===== config.mk =====
export PLATFORM = sky130hd
export DESIGN_NAME = count_ones_feeder
export DESIGN_NICKNAME = d
export VERILOG_FILES = /design/src/rtl/count_ones_pkg.sv /design/src/rtl/feeder_fifo.sv /design/src/rtl/count_ones_feeder.sv
export SDC_FILE = /design/constraint.sdc
export NUM_CORES = 1
export LEC_CHECK = 0
export CORE_MARGIN = 8
export CORE_UTILIZATION = 39
export DETAILED_ROUTE_END_ITERATION = 12
export SLEW_MARGIN = 20
export SYNTH_ARGS = -nofsm -noshare
export SYNTH_HDL_FRONTEND = slang
export SYNTH_SLANG_ARGS = --single-unit

===== constraint.sdc =====
create_clock -name clk -period 1.9 [get_ports clk]
set_clock_uncertainty 0.15 [all_clocks]
set_input_delay 0.38 -clock clk [delete_from_list [all_inputs] [get_ports clk]]
set_output_delay 0.38 -clock clk [all_outputs]
set_load 0.01 [all_outputs]

===== src/rtl/count_ones_pkg.sv =====
// Shared constants for the ones-counter feeder: default sizes and the FSM state encoding.
package count_ones_pkg;

  localparam int DEFAULT_WORD_SIZE    = 4;
  localparam int DEFAULT_COUNTER_SIZE = 3;
  localparam int DEFAULT_FIFO_DEPTH   = 4;

  typedef enum logic [1:0] {
    S_IDLE  = 2'd0,
    S_ISSUE = 2'd1,
    S_RUN   = 2'd2
  } state_t;

endpackage


===== src/rtl/feeder_fifo.sv =====
// Synchronous FIFO: head visible combinationally, pop/push take effect on the edge; full refuses
// pushes regardless of a same-cycle pop. Pointers carry one wrap bit above the address.
module feeder_fifo #(
  parameter int width = 4,
  parameter int depth = 4,
  localparam int aw   = $clog2(depth)
) (
  input  logic             clk,
  input  logic             reset,
  input  logic             push,
  input  logic [width-1:0] push_data,
  input  logic             pop,
  output logic [width-1:0] head,
  output logic             full,
  output logic             empty,
  output logic [aw:0]      level
);

  logic [width-1:0] mem [depth];
  logic [aw:0]      wr_ptr;
  logic [aw:0]      rd_ptr;
  logic             do_push;
  logic             do_pop;

  // Same address with differing wrap bits means the writer has lapped the reader.
  assign empty   = (wr_ptr == rd_ptr);
  assign full    = (wr_ptr[aw] != rd_ptr[aw]) && (wr_ptr[aw-1:0] == rd_ptr[aw-1:0]);
  assign level   = wr_ptr - rd_ptr;
  assign head    = mem[rd_ptr[aw-1:0]];
  assign do_push = push && !full;
  assign do_pop  = pop && !empty;

  always_ff @(posedge clk or posedge reset) begin
    if (reset) begin
      wr_ptr <= '0;
      rd_ptr <= '0;
    end else begin
      if (do_push) wr_ptr <= wr_ptr + 1'b1;
      if (do_pop)  rd_ptr <= rd_ptr + 1'b1;
    end
  end

  always_ff @(posedge clk) begin
    if (do_push) mem[wr_ptr[aw-1:0]] <= push_data;
  end

endmodule


===== src/rtl/count_ones_feeder.sv =====
// Buffers words and launches them one at a time into a ones counter; start two cycles after an idle accept.
// in_ready is FIFO-not-full only. Optional fifo_level output under COUNT_ONES_FEEDER_LEVEL_EN.
module count_ones_feeder
  import count_ones_pkg::*;
#(
  parameter int word_size    = DEFAULT_WORD_SIZE,
  parameter int counter_size = DEFAULT_COUNTER_SIZE,
  parameter int fifo_depth   = DEFAULT_FIFO_DEPTH
) (
  input  logic                    clk,
  input  logic                    reset,
  input  logic [word_size-1:0]    in_data,
  input  logic                    in_valid,
  output logic                    in_ready,
  output logic [word_size-1:0]    data,
  output logic                    start,
  input  logic                    busy,
  input  logic                    done,
  input  logic [counter_size-1:0] bit_count,
  output logic [counter_size-1:0] result_count,
`ifdef COUNT_ONES_FEEDER_LEVEL_EN
  output logic [$clog2(fifo_depth):0] fifo_level,
`endif
  output logic                    result_valid
);

  localparam int level_w = $clog2(fifo_depth) + 1;

  state_t               state;
  state_t               state_next;
  logic [word_size-1:0] fifo_head;
  logic                 fifo_full;
  logic                 fifo_empty;
  logic [level_w-1:0]   occupancy;
  logic                 launch;
  logic                 finish;

  feeder_fifo #(
    .width (word_size),
    .depth (fifo_depth)
  ) u_fifo (
    .clk       (clk),
    .reset     (reset),
    .push      (in_valid),
    .push_data (in_data),
    .pop       (state == S_ISSUE),
    .head      (fifo_head),
    .full      (fifo_full),
    .empty     (fifo_empty),
    .level     (occupancy)
  );

  assign in_ready = !fifo_full;
  assign launch   = (state == S_IDLE) && !fifo_empty;
  // done only counts while we own a launched word; a counter parked in its waiting state is ignored.
  assign finish   = (state == S_RUN) && done;

`ifdef COUNT_ONES_FEEDER_LEVEL_EN
  assign fifo_level = occupancy;
`else
  logic unused_occupancy;
  assign unused_occupancy = ^occupancy;
`endif

  logic unused_busy;
  assign unused_busy = busy;

  always_ff @(posedge clk or posedge reset) begin
    if (reset) state <= S_IDLE;
    else       state <= state_next;
  end

  always_comb begin
    state_next = state;
    case (state)
      S_IDLE:  if (launch) state_next = S_ISSUE;
      S_ISSUE: state_next = S_RUN;
      S_RUN:   if (finish) state_next = S_IDLE;
      default: state_next = S_IDLE;
    endcase
  end

  // start mirrors S_ISSUE and data is loaded on the same edge, so both are flops.
  always_ff @(posedge clk or posedge reset) begin
    if (reset) begin
      start        <= 1'b0;
      data         <= '0;
      result_count <= '0;
      result_valid <= 1'b0;
    end else begin
      start        <= launch;
      result_valid <= finish;
      if (launch) data <= fifo_head;
      if (finish) result_count <= bit_count;
    end
  end

endmodule

# Word level (Yosys, flattened, before mapping)
# Memory sizes are Yosys's and may differ from the RTL's. A register that Yosys moved wholly into a read port is not among the register bits.
# Index checks and enable logic that the tools add are counted.
# totals
out_inout_bits	10
regBits	13
word_cells	30
in_bits	12
n_memories	1
ramBits	16
# op_classes
mux	5
n_reduce_logical	9
addsub	2
eq_ne	7
# mem_list
name	words	word_bits	read_ports	rd_clocked_by_memory_dff	wr	line_no	rtl
u_fifo.mem	4	4	1	1	1	feeder_fifo.sv:19	logic [width-1:0] mem [depth];
# op_table
cell	count
$add A3 B1 Y3 const B	2
$pmux W2 S3	1
$logic_and A1 B1 Y1	5
$mux W2	2
$ne A2 B2 Y1 const B	2
$eq A3 B3 Y1	1
$eq A2 B1 Y1 const B	1
$eq A2 B2 Y1	1
$eq A2 B2 Y1 const B	1
$logic_not A1 Y1	2
$logic_not A2 Y1	1
$mux W1	2
$reduce_and A2 Y1	1
$ne A1 B1 Y1	1

# Depth between registers and ports, before layout
# Gate-level depths: netlist of the first run.
# logic_depth
depth_word	6
depth_mapped	4
depth_no_buf	4

# Hierarchy
# From an unflattened synthesis of the first run, not the netlist that was laid out.
# unflattened
cells_unflattened	94
area_unflattened_um2	1457.6
# by_module_without_submodules
module	instances	cells_per_inst	area_each_um2	seq_area_each_um2
feeder_fifo	1	67	1041.0	630.6
count_ones_feeder	1	27	416.6	275.3

# Worst setup path after synthesis of the first run
# Ideal clock, no wire load.
# synth_timing
path_kind	flip-flop to flip-flop
startpoint	register u_fifo.rd_ptr[0]
endpoint	register data[0], read port of u_fifo.mem
stages_incl_launch_ff	5
setup_ps	125
n_path_buf	1
arrival_time_ps	1484
setup_slack_ps	141
required_ps	1625
period_less_slack_ps	1759
cell_sequence	dfrtp_1 -> buf_2 -> xnor2_2 -> a311oi_4 -> mux2_2
# synth_between
elab_chain_cells	3
# synth_lines
item	line_no	rtl
from (decl)	feeder_fifo.sv:21	logic [aw:0] rd_ptr;
from (signal assigned)	feeder_fifo.sv:39	if (do_pop) rd_ptr <= rd_ptr + 1'b1;
$eq A3 B3 Y1	feeder_fifo.sv:26	assign empty = (wr_ptr == rd_ptr);
$logic_not A1 Y1	count_ones_feeder.sv:54	assign launch = (state == S_IDLE) && !fifo_empty;
$logic_and A1 B1 Y1	count_ones_feeder.sv:54	
named net launch	count_ones_feeder.sv:35	logic launch;
to (decl)	count_ones_feeder.sv:15	output logic [word_size-1:0] data,
# The timed path passes the listed nets, and every way through them passes these cells.
# A chain may end at the register's enable or synchronous reset.

# Final worst setup path of the first run
# layout_timing
startpoint	register u_fifo.rd_ptr[2]
endpoint	register data[1], read port of u_fifo.mem
# Same word-level chain as after synthesis.

==> results of run 1 <==
[synth_stat cells]
cell type / number / share of area (%)
sky130_fd_sc_hd__dfrtp_1: 17 / 30
sky130_fd_sc_hd__edfxtp_1: 16 / 34
sky130_fd_sc_hd__mux2_2: 9 / 7.2
sky130_fd_sc_hd__inv_1: 6 / 1.6
sky130_fd_sc_hd__ha_1: 5 / 4.5
sky130_fd_sc_hd__xor2_1: 4 / 2.5
sky130_fd_sc_hd__and2_1: 3 / 1.3
sky130_fd_sc_hd__a311oi_1: 2 / 1.3
sky130_fd_sc_hd__a31oi_1: 2 / 0.89
sky130_fd_sc_hd__mux4_1: 2 / 3.7
sky130_fd_sc_hd__mux4_2: 2 / 3.2
sky130_fd_sc_hd__nand2b_1: 2 / 0.89
sky130_fd_sc_hd__xnor2_1: 2 / 1.3
sky130_fd_sc_hd__xnor2_2: 2 / 2.3
sky130_fd_sc_hd__a311oi_4: 1 / 1.9
sky130_fd_sc_hd__a31oi_2: 1 / 0.89
sky130_fd_sc_hd__buf_2: 1 / 0.36
sky130_fd_sc_hd__nand2_1: 1 / 0.27
sky130_fd_sc_hd__nand3_1: 1 / 0.36
sky130_fd_sc_hd__nand3b_1: 1 / 0.54
sky130_fd_sc_hd__o21ai_0: 1 / 0.36
[through the flow]
stage	hold slack, ns	setup TNS (ns)
floorplan	0.156	0
global placement	0.336	-0.0190
detailed placement	0.344	-0.0606
CTS	0.210	0
global route	0.234	0
finish	0.218	0
[cell families (layout without fill, tap and decap cells)]
family | Yosys count | after routing | share of synthesized area, %
compound gates | 7 | 7 | 5.27
xor+xnor | 8 | 8 | 6.07
fa+ha+maj | 5 | 5 | 4.46
buf+inv | 7 | 47 | 1.96
flops | 33 | 33 | 64.6
mux | 13 | 13 | 14.2
simple gates | 8 | 8 | 3.39
[power breakdown]
part | internal [mW] | leakage (nW) | switching, mW
Combinational | 0.893 | 0.364 | 0.661
Clock | 0.139 | 0.0310 | 0.228
Sequential | 1.03 | 0.349 | 0.171
[worst register-to-register path, cell delays in order (launching register included)]
cell and delay, ns:
sky130_fd_sc_hd__dfrtp_1 0.43, sky130_fd_sc_hd__buf_4 0.17, sky130_fd_sc_hd__xnor2_2 0.17, sky130_fd_sc_hd__a311oi_4 0.29, sky130_fd_sc_hd__buf_4 0.18, sky130_fd_sc_hd__mux2_2 0.33
[layout by cell type, fill, tap and decap left out, drive strengths merged]
| cell type | instances |
|---|---|
| a311oi | 3 |
| clkdlybuf4s50 | 19 |
| mux4 | 4 |
| and2 | 3 |
| clkinv | 2 |
| nand2b | 2 |
| o21ai | 1 |
| nand3b | 1 |
| mux2 | 9 |
| edfxtp | 16 |
| dfrtp | 17 |
| nand3 | 1 |
| clkbuf | 6 |
| nand2 | 1 |
| xor2 | 4 |
| ha | 5 |
| a31oi | 3 |
| xnor2 | 4 |
| inv | 6 |
| clkinvlp | 1 |
| buf | 13 |
[sequential cells by signal (all words and copies together) (netlist names)]
register	count
state	2
u_fifo.wr_ptr	3
u_fifo.mem	16
result_count	3
u_fifo.rd_ptr	3
data	4
start	1
result_valid	1
[per-layer routing]
metal | wire length [um] | vias up
li1 | - | 384
met1 | 1040 | 381
met2 | 1200 | 26
met3 | 126 | 2
met4 | 28 | 0
met5 | 0 | -
[timing repair]
action / CTS / global route
hold buffers: 0 / 0
cloned: 0 / 0
setup endpoints to repair: 1 / 2
pin swaps: 2 / 2
gates resized for setup: 4 / 4
buffers inserted: 4 / 1
[worst max-delay path by stage]
stage	start	to	slack [ns]	cells after the start
floorplan	u_fifo.rd_ptr[0]	data[0]	0.14	4
global placement	u_fifo.rd_ptr[1]	in_ready	-0.02	3
detailed placement	u_fifo.rd_ptr[1]	in_ready	-0.04	3
CTS	u_fifo.wr_ptr[2]	in_ready	0.007	3
global route	u_fifo.rd_ptr[2]	data[0]	0.009	5
finish	u_fifo.rd_ptr[2]	data[1]	0.07	5
[final cells by class]
type,count,area [sq um],share of cell area (%)
Multi-Input combinational cell,41,498,27.2
Clock buffer,5,37.5,2.05
Timing Repair Buffer,33,293,16.0
Inverter,6,22.5,1.23
Sequential cell,33,907,49.5
Clock inverter,3,17.5,0.956
Tap cell,46,57.6,3.14
==> flow_metrics.env, run 1 <==
export IMPL_tightest_slew_ns=0.296
export IMPL_gp_congestion=0.689
export IMPL_clock_path_buffers=2
export IMPL_port_buffers=20
export IMPL_layoutNonFillerInstCount=167
export IMPL_htree_levels=2
export IMPL_detail_route_vias_per_cell=4.75
export IMPL_final_critical_path_setup_slack_ns=0.0661
export IMPL_design_core_area_sq_um=3390
export IMPL_most_congested_layer_reported_by_global_routing="met2"
export IMPL_fmaxAchievable_ghz=0.545
export IMPL_postSynthCellCount=81
export IMPL_cell_mode_on_critical_path="sky130_fd_sc_hd__buf_4"
export IMPL_worst_ep_arrival_time_ns=1.90
export IMPL_worst_skew_pair_late_latency_ns=0.32
export IMPL_final_layout_size_suffix_gt1_share_pct=33.1
export IMPL_synth_nets=98
export IMPL_critPathCaptureType="register"
export IMPL_maxCapViolations=0
export IMPL_clk_pin_slew_worst_paths_ns=0.10
export IMPL_grtUsageMet2_pct=14.1
export IMPL_finalCoreUtilization_pct=54.1
export IMPL_post_layout_total_power_mw=3.12
export IMPL_timing_worst_setup_path_type="reg -> reg"
export IMPL_die_x_um=75.9
export IMPL_antenna_found_initial=0
export IMPL_peakVddDrop_mv=0.599
export IMPL_avgRoutedWirePerCell_um=14.4
export IMPL_ys_seq_elements=33
export IMPL_yosysSeqAreaShare_pct=64.6
export IMPL_die_h_um=75.9
export IMPL_boundaryPins=22
export IMPL_grt_pass1_wl_um=4060
export IMPL_cts_inserted_buffers=5
export IMPL_synth_warning_count=0
export IMPL_final_setup_viol_count=0
export IMPL_place_ws_ns=-0.0385
export IMPL_cp_start_kind="register"
export IMPL_synthToLayoutAreaGrowth_pct=30.8
export IMPL_grt_met1_usage_pct=9.96
export IMPL_filler_cell_count=286
export IMPL_combined_area_of_all_synthesized_cells_sq_um=1400
export IMPL_postLayoutCellArea_sq_um=1830
export IMPL_post_route_period_util_pct=96.5
export IMPL_timing_critical_path_slowest_stage_cell="sky130_fd_sc_hd__dfrtp_1"
export IMPL_fin_crit_ns=1.83
export IMPL_reg2reg_slack_ns=0.07
export IMPL_wirelength_um=2400
export IMPL_cts_tree="done"
export IMPL_effective_utilization_at_floorplan_pct=41.3
export IMPL_drt_pass1_iterations=4
export IMPL_antenna_cells=0
export IMPL_grtUsageTotal_pct=8.98
export IMPL_tritoncts_num_sinks=33
export IMPL_worst_path_largest_cell_delay_ns=0.43
export IMPL_report_final_slew_viol_count=0
export IMPL_design_final_nets=137
export IMPL_r2r_end="data[1]"
export IMPL_design_die_area_sq_um=5770
export IMPL_status="completed"
export IMPL_post_place_cells=154
export IMPL_worstHoldPathType="in -> async"
export IMPL_grt_start_max_net_pins=18
export IMPL_power_per_cell_area_nw_per_um2=1700
export IMPL_slew_limit_headroom_pct=80.1
export IMPL_met3_track_demand_over_resource_pct=3.42
export IMPL_yosys_cell_types_count=21
export IMPL_route_detailed_drc=0
export IMPL_r2r_worst_path_cells=5
export IMPL_path_max_fanout=5
export IMPL_std_cell_rows=21
export IMPL_route_antenna_remaining_nets=0
export IMPL_kind_of_cell_with_the_highest_combined_delay_on_the_critical_path="flip-flops"
export IMPL_synth_avg_cell_area_sq_um=17.3
export IMPL_routed_via_count=793
export IMPL_critical_path_reg2reg_startpoint="u_fifo.rd_ptr[2]"
export IMPL_grt_remaining_overflow=0
export IMPL_final_hold_violation_count=0
export IMPL_rsz0062_at_grt="false"
export IMPL_worstPathCellList="buf_4, xnor2_2, a311oi_4, buf_4, mux2_2"
export IMPL_cp_data_required_time_ns=1.96
export IMPL_first_global_vias=829
export IMPL_cp_num_buf_inv=2
export IMPL_placedInstanceArea_sq_um=1710
export IMPL_cts_root_buf="sky130_fd_sc_hd__clkbuf_4"
export IMPL_leakagePower_nw=0.744
export IMPL_post_dp_hpwl_um=1770
export IMPL_drt_iter0_markers=47
Power figures use the tool's default switching activity.
==> run 2: changes to the inputs <==
--- a/config.mk
+++ b/config.mk
@@ -5,9 +5,12 @@
 export SDC_FILE = /design/constraint.sdc
 export NUM_CORES = 1
 export LEC_CHECK = 0
+export CELL_PAD_IN_SITES_DETAIL_PLACEMENT = 2
+export CELL_PAD_IN_SITES_GLOBAL_PLACEMENT = 2
 export CORE_MARGIN = 8
-export CORE_UTILIZATION = 39
+export CORE_UTILIZATION = 38
 export DETAILED_ROUTE_END_ITERATION = 12
+export PLACE_DENSITY_LB_ADDON = 0.1
 export SLEW_MARGIN = 20
 export SYNTH_ARGS = -nofsm -noshare
 export SYNTH_HDL_FRONTEND = slang
==> constraint.sdc (replaced) <==
create_clock -name clk -period 2.1 [get_ports clk]
set_clock_uncertainty 0.15 [all_clocks]
set_input_delay 0.42 -clock clk [delete_from_list [all_inputs] [get_ports clk]]
set_output_delay 0.42 -clock clk [all_outputs]
set_load 0.01 [all_outputs]
==> flow_metrics.env, run 2 (synthesis gave the netlist of run 1 again) <==
export IMPL_post_dp_hpwl_um=2140
export IMPL_cp_start_kind="register"
export IMPL_worstPathCellList="xnor2_2, buf_4, buf_4, a311oi_4, mux2_2"
export IMPL_grt_pass1_wl_um=5150
export IMPL_tightest_slew_ns=0.459
export IMPL_critical_path_reg2reg_startpoint="u_fifo.wr_ptr[1]"
export IMPL_largest_register_ffs=16
export IMPL_final_setup_viol_count=0
export IMPL_worstHoldPathType="in -> async"
export IMPL_fin_crit_ns=1.94
export IMPL_die_h_um=76.7
export IMPL_port_buffers=20
export IMPL_cts_tree="done"
export IMPL_timing_worst_setup_path_type="reg -> reg"
export IMPL_filler_cell_count=346
export IMPL_wirelength_um=3030
export IMPL_cell_mode_on_critical_path="sky130_fd_sc_hd__buf_4"
export IMPL_setup_worst_path_start="u_fifo.wr_ptr[1]"
export IMPL_die_x_um=76.7
export IMPL_first_global_vias=942
export IMPL_path_max_fanout=5
export IMPL_timing_critical_path_slowest_stage_cell="sky130_fd_sc_hd__dfrtp_2"
export IMPL_drt_pass1_iterations=2
export IMPL_cp_data_required_time_ns=2.13
export IMPL_detail_route_vias_per_cell=4.84
export IMPL_synthToLayoutAreaGrowth_pct=32.2
export IMPL_final_layout_size_suffix_gt1_share_pct=29.9
export IMPL_leakagePower_nw=0.736
export IMPL_design_final_nets=133
export IMPL_cts_inserted_buffers=5
export IMPL_grt_remaining_overflow=0
export IMPL_finalCoreUtilization_pct=51.4
export IMPL_design_core_area_sq_um=3610
export IMPL_tns_ns=0
export IMPL_rsz0062_at_grt="false"
export IMPL_route_detailed_drc=0
export IMPL_peakVddDrop_mv=0.684
export IMPL_fin_hold_ws_ns=0.316
export IMPL_effective_utilization_at_floorplan_pct=38.9
export IMPL_cts_root_buf="sky130_fd_sc_hd__clkbuf_8"
export IMPL_design_die_area_sq_um=5890
export IMPL_clock_path_buffers=2
export IMPL_antenna_found_initial=0
export IMPL_maxCapViolations=0
export IMPL_routed_via_count=798
export IMPL_gp_congestion=0.634
export IMPL_boundaryPins=22
export IMPL_grt_start_max_net_pins=18
export IMPL_clk_pin_slew_worst_paths_ns=0.07
export IMPL_htree_levels=2
export IMPL_slew_limit_headroom_pct=69.2
export IMPL_fmaxAchievable_ghz=0.515
export IMPL_post_route_period_util_pct=92.5
export IMPL_grtUsageTotal_pct=11.7
export IMPL_avgRoutedWirePerCell_um=18.4
export IMPL_power_per_cell_area_nw_per_um2=1650
export IMPL_tritoncts_num_sinks=33
export IMPL_report_final_slew_viol_count=0
export IMPL_critPathCaptureType="register"
export IMPL_commonest_cells_after_routing_fill_and_taps_aside="sky130_fd_sc_hd__clkdlybuf4s50_1 (19), sky130_fd_sc_hd__edfxtp_1 (16), sky130_fd_sc_hd__dfrtp_1 (14)"
export IMPL_drt_iter0_markers=18
export IMPL_std_cell_rows=22
export IMPL_worst_ep_arrival_time_ns=1.97
export IMPL_layout_cells_most_common="sky130_fd_sc_hd__clkdlybuf4s50_1"
export IMPL_worst_skew_pair_late_latency_ns=0.29
export IMPL_status="completed"
export IMPL_worst_path_largest_cell_delay_ns=0.45
export IMPL_final_hold_violation_count=0
export IMPL_antenna_cells=0
export IMPL_cts_hold_buffers_added=0
export IMPL_route_antenna_remaining_nets=0
==> run 2: cell types whose count changed in the layout (fill, tap and decap cells not counted), sizes merged <==
cell | previous run | this run
bufinv | 0 | 1
clkinvlp | 1 | 0
dlygate4sd2 | 0 | 1
buf | 13 | 9
clkinv | 2 | 1
==> run 2: what timing repair did <==
item | in CTS | in global routing
resized for setup | 6 | 0
buffers inserted | 4 | 0
setup endpoints to repair | 1 | 0
==> run 2: critical path, delay by kind of cell, from the launching register on <==
| kind | cells | cell delay [ns] |
|---|---|---|
| XOR/XNOR | 1 | 0.16 |
| flip-flops | 1 | 0.45 |
| multiplexers | 1 | 0.39 |
| AO/OA/AOI/OAI | 1 | 0.38 |
| buffers and inverters | 2 | 0.29 |
==> run 2: metal layers <==
layer  wire [um]  global-route usage, %  up-vias  part of all wire, %
li1            -                      -      366                    -
met1        1290                   12.8      406                   42
met2        1500                   18.4       20                   49
met3         169                   5.01        6                  5.6
met4          76                   6.92        0                  2.5
met5           0                      0        -                    0
==> run 2: worst paths after layout <==
kind,to,slack [ns],depth (start not counted)
max in group asynchronous,u_fifo.wr_ptr[0],1.27,3
worst min-delay path,u_fifo.rd_ptr[0],0.32,3
min in group clk,data[3],0.36,1
worst max register to register,data[2],0.16,5
worst min register to register,data[3],0.36,1
worst max-delay path,data[2],0.16,5
==> run 2: power breakdown <==
part           switching, mW  internal (mW)
Combinational          0.609          0.749
Clock                  0.240          0.352
Sequential             0.178          0.935
==> run 2: stage by stage <==
step,area (sq um),power (mW),std cells,setup WS (ns)
floorplan,1400,1.85,81,0.341
global placement,1690,2.26,153,0.0806
detailed placement,1690,2.34,153,0.0450
CTS,1850,3.09,165,0.141
global route,1850,3.27,165,0.0881
finish,1850,3.06,165,0.158
==> run 2: cell type report <==
type                    count  area (sq um)  area share (%)
flip-flops and latches     33           910            49.1
multi-input cells          41           487            26.3
repair buffers             29           267            14.4
clock buffers               6          72.6            3.92
well taps                  48          60.1            3.24
clock inverters             2          35.0            1.89
inverters                   6          22.5            1.22
==> run 3: changes to the inputs <==
--- a/config.mk
+++ b/config.mk
@@ -10,7 +10,9 @@
 export CORE_MARGIN = 8
 export CORE_UTILIZATION = 38
 export DETAILED_ROUTE_END_ITERATION = 12
+export GPL_TIMING_DRIVEN = 0
 export PLACE_DENSITY_LB_ADDON = 0.1
+export SKIP_CTS_REPAIR_TIMING = 1
 export SLEW_MARGIN = 20
 export SYNTH_ARGS = -nofsm -noshare
 export SYNTH_HDL_FRONTEND = slang
==> flow_metrics.env, run 3 (synthesis gave the netlist of run 1 again) <==
export IMPL_final_hold_violation_count=0
export IMPL_final_setup_viol_count=0
export IMPL_cp_num_buf_inv=2
export IMPL_design_final_nets=129
export IMPL_tightest_slew_ns=0.666
export IMPL_peakVddDrop_mv=0.671
export IMPL_boundaryPins=22
export IMPL_timing_worst_setup_path_type="reg -> reg"
export IMPL_total_area_of_multi_input_combinational_cells_sq_um=493
export IMPL_clock_path_buffers=2
export IMPL_gp_congestion=0.645
export IMPL_worstPathCellList="clkbuf_4, xnor2_4, buf_4, a31oi_2, and2_1"
export IMPL_fin_crit_ns=2.02
export IMPL_routed_via_count=786
export IMPL_final_layout_size_suffix_gt1_share_pct=24.8
export IMPL_drt_iter0_markers=15
export IMPL_post_route_period_util_pct=96.2
export IMPL_worst_skew_pair_late_latency_ns=0.28
export IMPL_rsz0062_at_grt="false"
export IMPL_tns_ns=0
export IMPL_path_max_fanout=6
export IMPL_cp_start_kind="register"
export IMPL_slew_limit_headroom_pct=55.4
export IMPL_port_buffers=20
export IMPL_placedInstanceArea_sq_um=1660
export IMPL_route_antenna_remaining_nets=0
export IMPL_maxCapViolations=0
export IMPL_cts_root_buf="sky130_fd_sc_hd__clkbuf_8"
export IMPL_worstHoldPathType="reg -> reg"
export IMPL_switching_power_mw=0.988
export IMPL_combinational_group_share_of_total_power_pct=43.4
export IMPL_wirelength_um=2810
export IMPL_cts_tree="done"
export IMPL_status="completed"
export IMPL_avgRoutedWirePerCell_um=17.5
export IMPL_die_h_um=76.7
export IMPL_fmaxAchievable_ghz=0.495
export IMPL_timing_critical_path_slowest_stage_cell="sky130_fd_sc_hd__dfrtp_1"
export IMPL_cellInternalPower_mw=2.02
export IMPL_postLayoutCellArea_sq_um=1830
export IMPL_filler_cell_count=335
export IMPL_drt_pass1_iterations=3
export IMPL_grt_pass1_wl_um=4740
export IMPL_worst_path_largest_cell_delay_ns=0.39
export IMPL_finalCoreUtilization_pct=50.7
export IMPL_pwr_share_clk_pct=19.3
export IMPL_first_global_vias=843
export IMPL_synthToLayoutAreaGrowth_pct=30.4
export IMPL_cp_data_required_time_ns=1.93
export IMPL_clk_pin_slew_worst_paths_ns=0.07
export IMPL_htree_levels=2
export IMPL_design_die_area_sq_um=5890
export IMPL_grt_start_max_net_pins=18
export IMPL_post_place_cells=149
export IMPL_cts_inserted_buffers=5
export IMPL_report_final_slew_viol_count=0
export IMPL_effective_utilization_at_floorplan_pct=38.9
export IMPL_grtUsageTotal_pct=10.6
export IMPL_post_dp_hpwl_um=1970
export IMPL_route_detailed_drc=0
export IMPL_die_x_um=76.7
export IMPL_design_core_area_sq_um=3610
export IMPL_layoutNonFillerInstCount=161
export IMPL_sequentialPowerShare_pct=37.3
export IMPL_antenna_found_initial=0
export IMPL_commonest_cells_after_routing_fill_and_taps_aside="sky130_fd_sc_hd__clkdlybuf4s50_1 (19), sky130_fd_sc_hd__dfrtp_1 (17), sky130_fd_sc_hd__edfxtp_1 (16)"
export IMPL_layout_cells_most_common="sky130_fd_sc_hd__clkdlybuf4s50_1"
export IMPL_switching_part_of_the_total_power_pct=32.9
export IMPL_tritoncts_num_sinks=33
export IMPL_leakagePower_nw=0.722
export IMPL_kind_of_cell_with_the_highest_combined_delay_on_the_critical_path="flip-flops"
export IMPL_critPathCaptureType="register"
export IMPL_detail_route_vias_per_cell=4.88
export IMPL_std_cell_rows=22
export IMPL_power_per_cell_area_nw_per_um2=1640
export IMPL_regArea_sq_um=906
export IMPL_worst_ep_arrival_time_ns=1.85
export IMPL_antenna_cells=0
export IMPL_grt_remaining_overflow=0
export IMPL_largest_register_ffs=16
==> run 3: cell types whose count changed in the layout (fill, tap and decap cells not counted), sizes merged <==
cell / delta
buf: -5
clkbuf: +1
dlygate4sd2: -1
dlymetal6s2s: +1
==> run 3: final timing paths <==
path / startpoint / endpoint / slack (ns) / cells past startpoint
setup / recovery: u_fifo.rd_ptr[0] / u_fifo.mem[2][3] / 0.08 / 5
hold / removal: result_count[0] / result_count[0] / 0.36 / 1
setup reg to reg: u_fifo.rd_ptr[0] / u_fifo.mem[2][3] / 0.08 / 5
hold reg to reg: result_count[0] / result_count[0] / 0.36 / 1
max in group asynchronous: reset / u_fifo.wr_ptr[1] / 0.99 / 2
min in group asynchronous: reset / data[3] / 0.38 / 2
==> run 3: power by group through the flow <==
| stage | combinational [mW] | clock (mW) | sequential [mW] |
|---|---|---|---|
| floorplan | 0.726 | 0 | 1.12 |
| global placement | 1.10 | 0 | 1.10 |
| detailed placement | 1.15 | 0 | 1.12 |
| CTS | 1.17 | 0.598 | 1.11 |
| global route | 1.42 | 0.618 | 1.17 |
| finish | 1.30 | 0.580 | 1.12 |
==> run 3: final cells by class <==
cell class,count,share of cell area (%)
Clock buffer,6,3.97
Timing Repair Buffer,24,12.7
Clock inverter,2,1.85
Multi-Input combinational cell,41,27.0
Tap cell,48,3.29
Sequential cell,33,49.6
Buffer,1,0.411
Inverter,6,1.23
==> run 3: through the flow <==
step	hold WS [ns]	power, mW	worst slack (ns)
after floorplan	0.196	1.85	0.341
after global placement	0.337	2.20	-0.0285
after detailed placement	0.347	2.27	-0.0647
after CTS	0.363	2.88	-0.422
after global routing	0.390	3.21	0.0105
final	0.358	3.00	0.0795
==> run 3: worst register-to-register path, delay by kind of cell, from the launching register on <==
family	cells	cell delay (ns)
flip-flops	1	0.39
buffers and inverters	2	0.36
AO/OA/AOI/OAI	1	0.35
AND/OR/NAND/NOR	1	0.29
XOR/XNOR	1	0.18
==> run 3: layer usage <==
metal  global-route usage (%)  up-vias  wire (um)
li1                         -      359          -
met1                     12.3      400       1220
met2                     16.2       20       1370
met3                     4.08        7        154
met4                     6.35        0         70
met5                        0        -          0
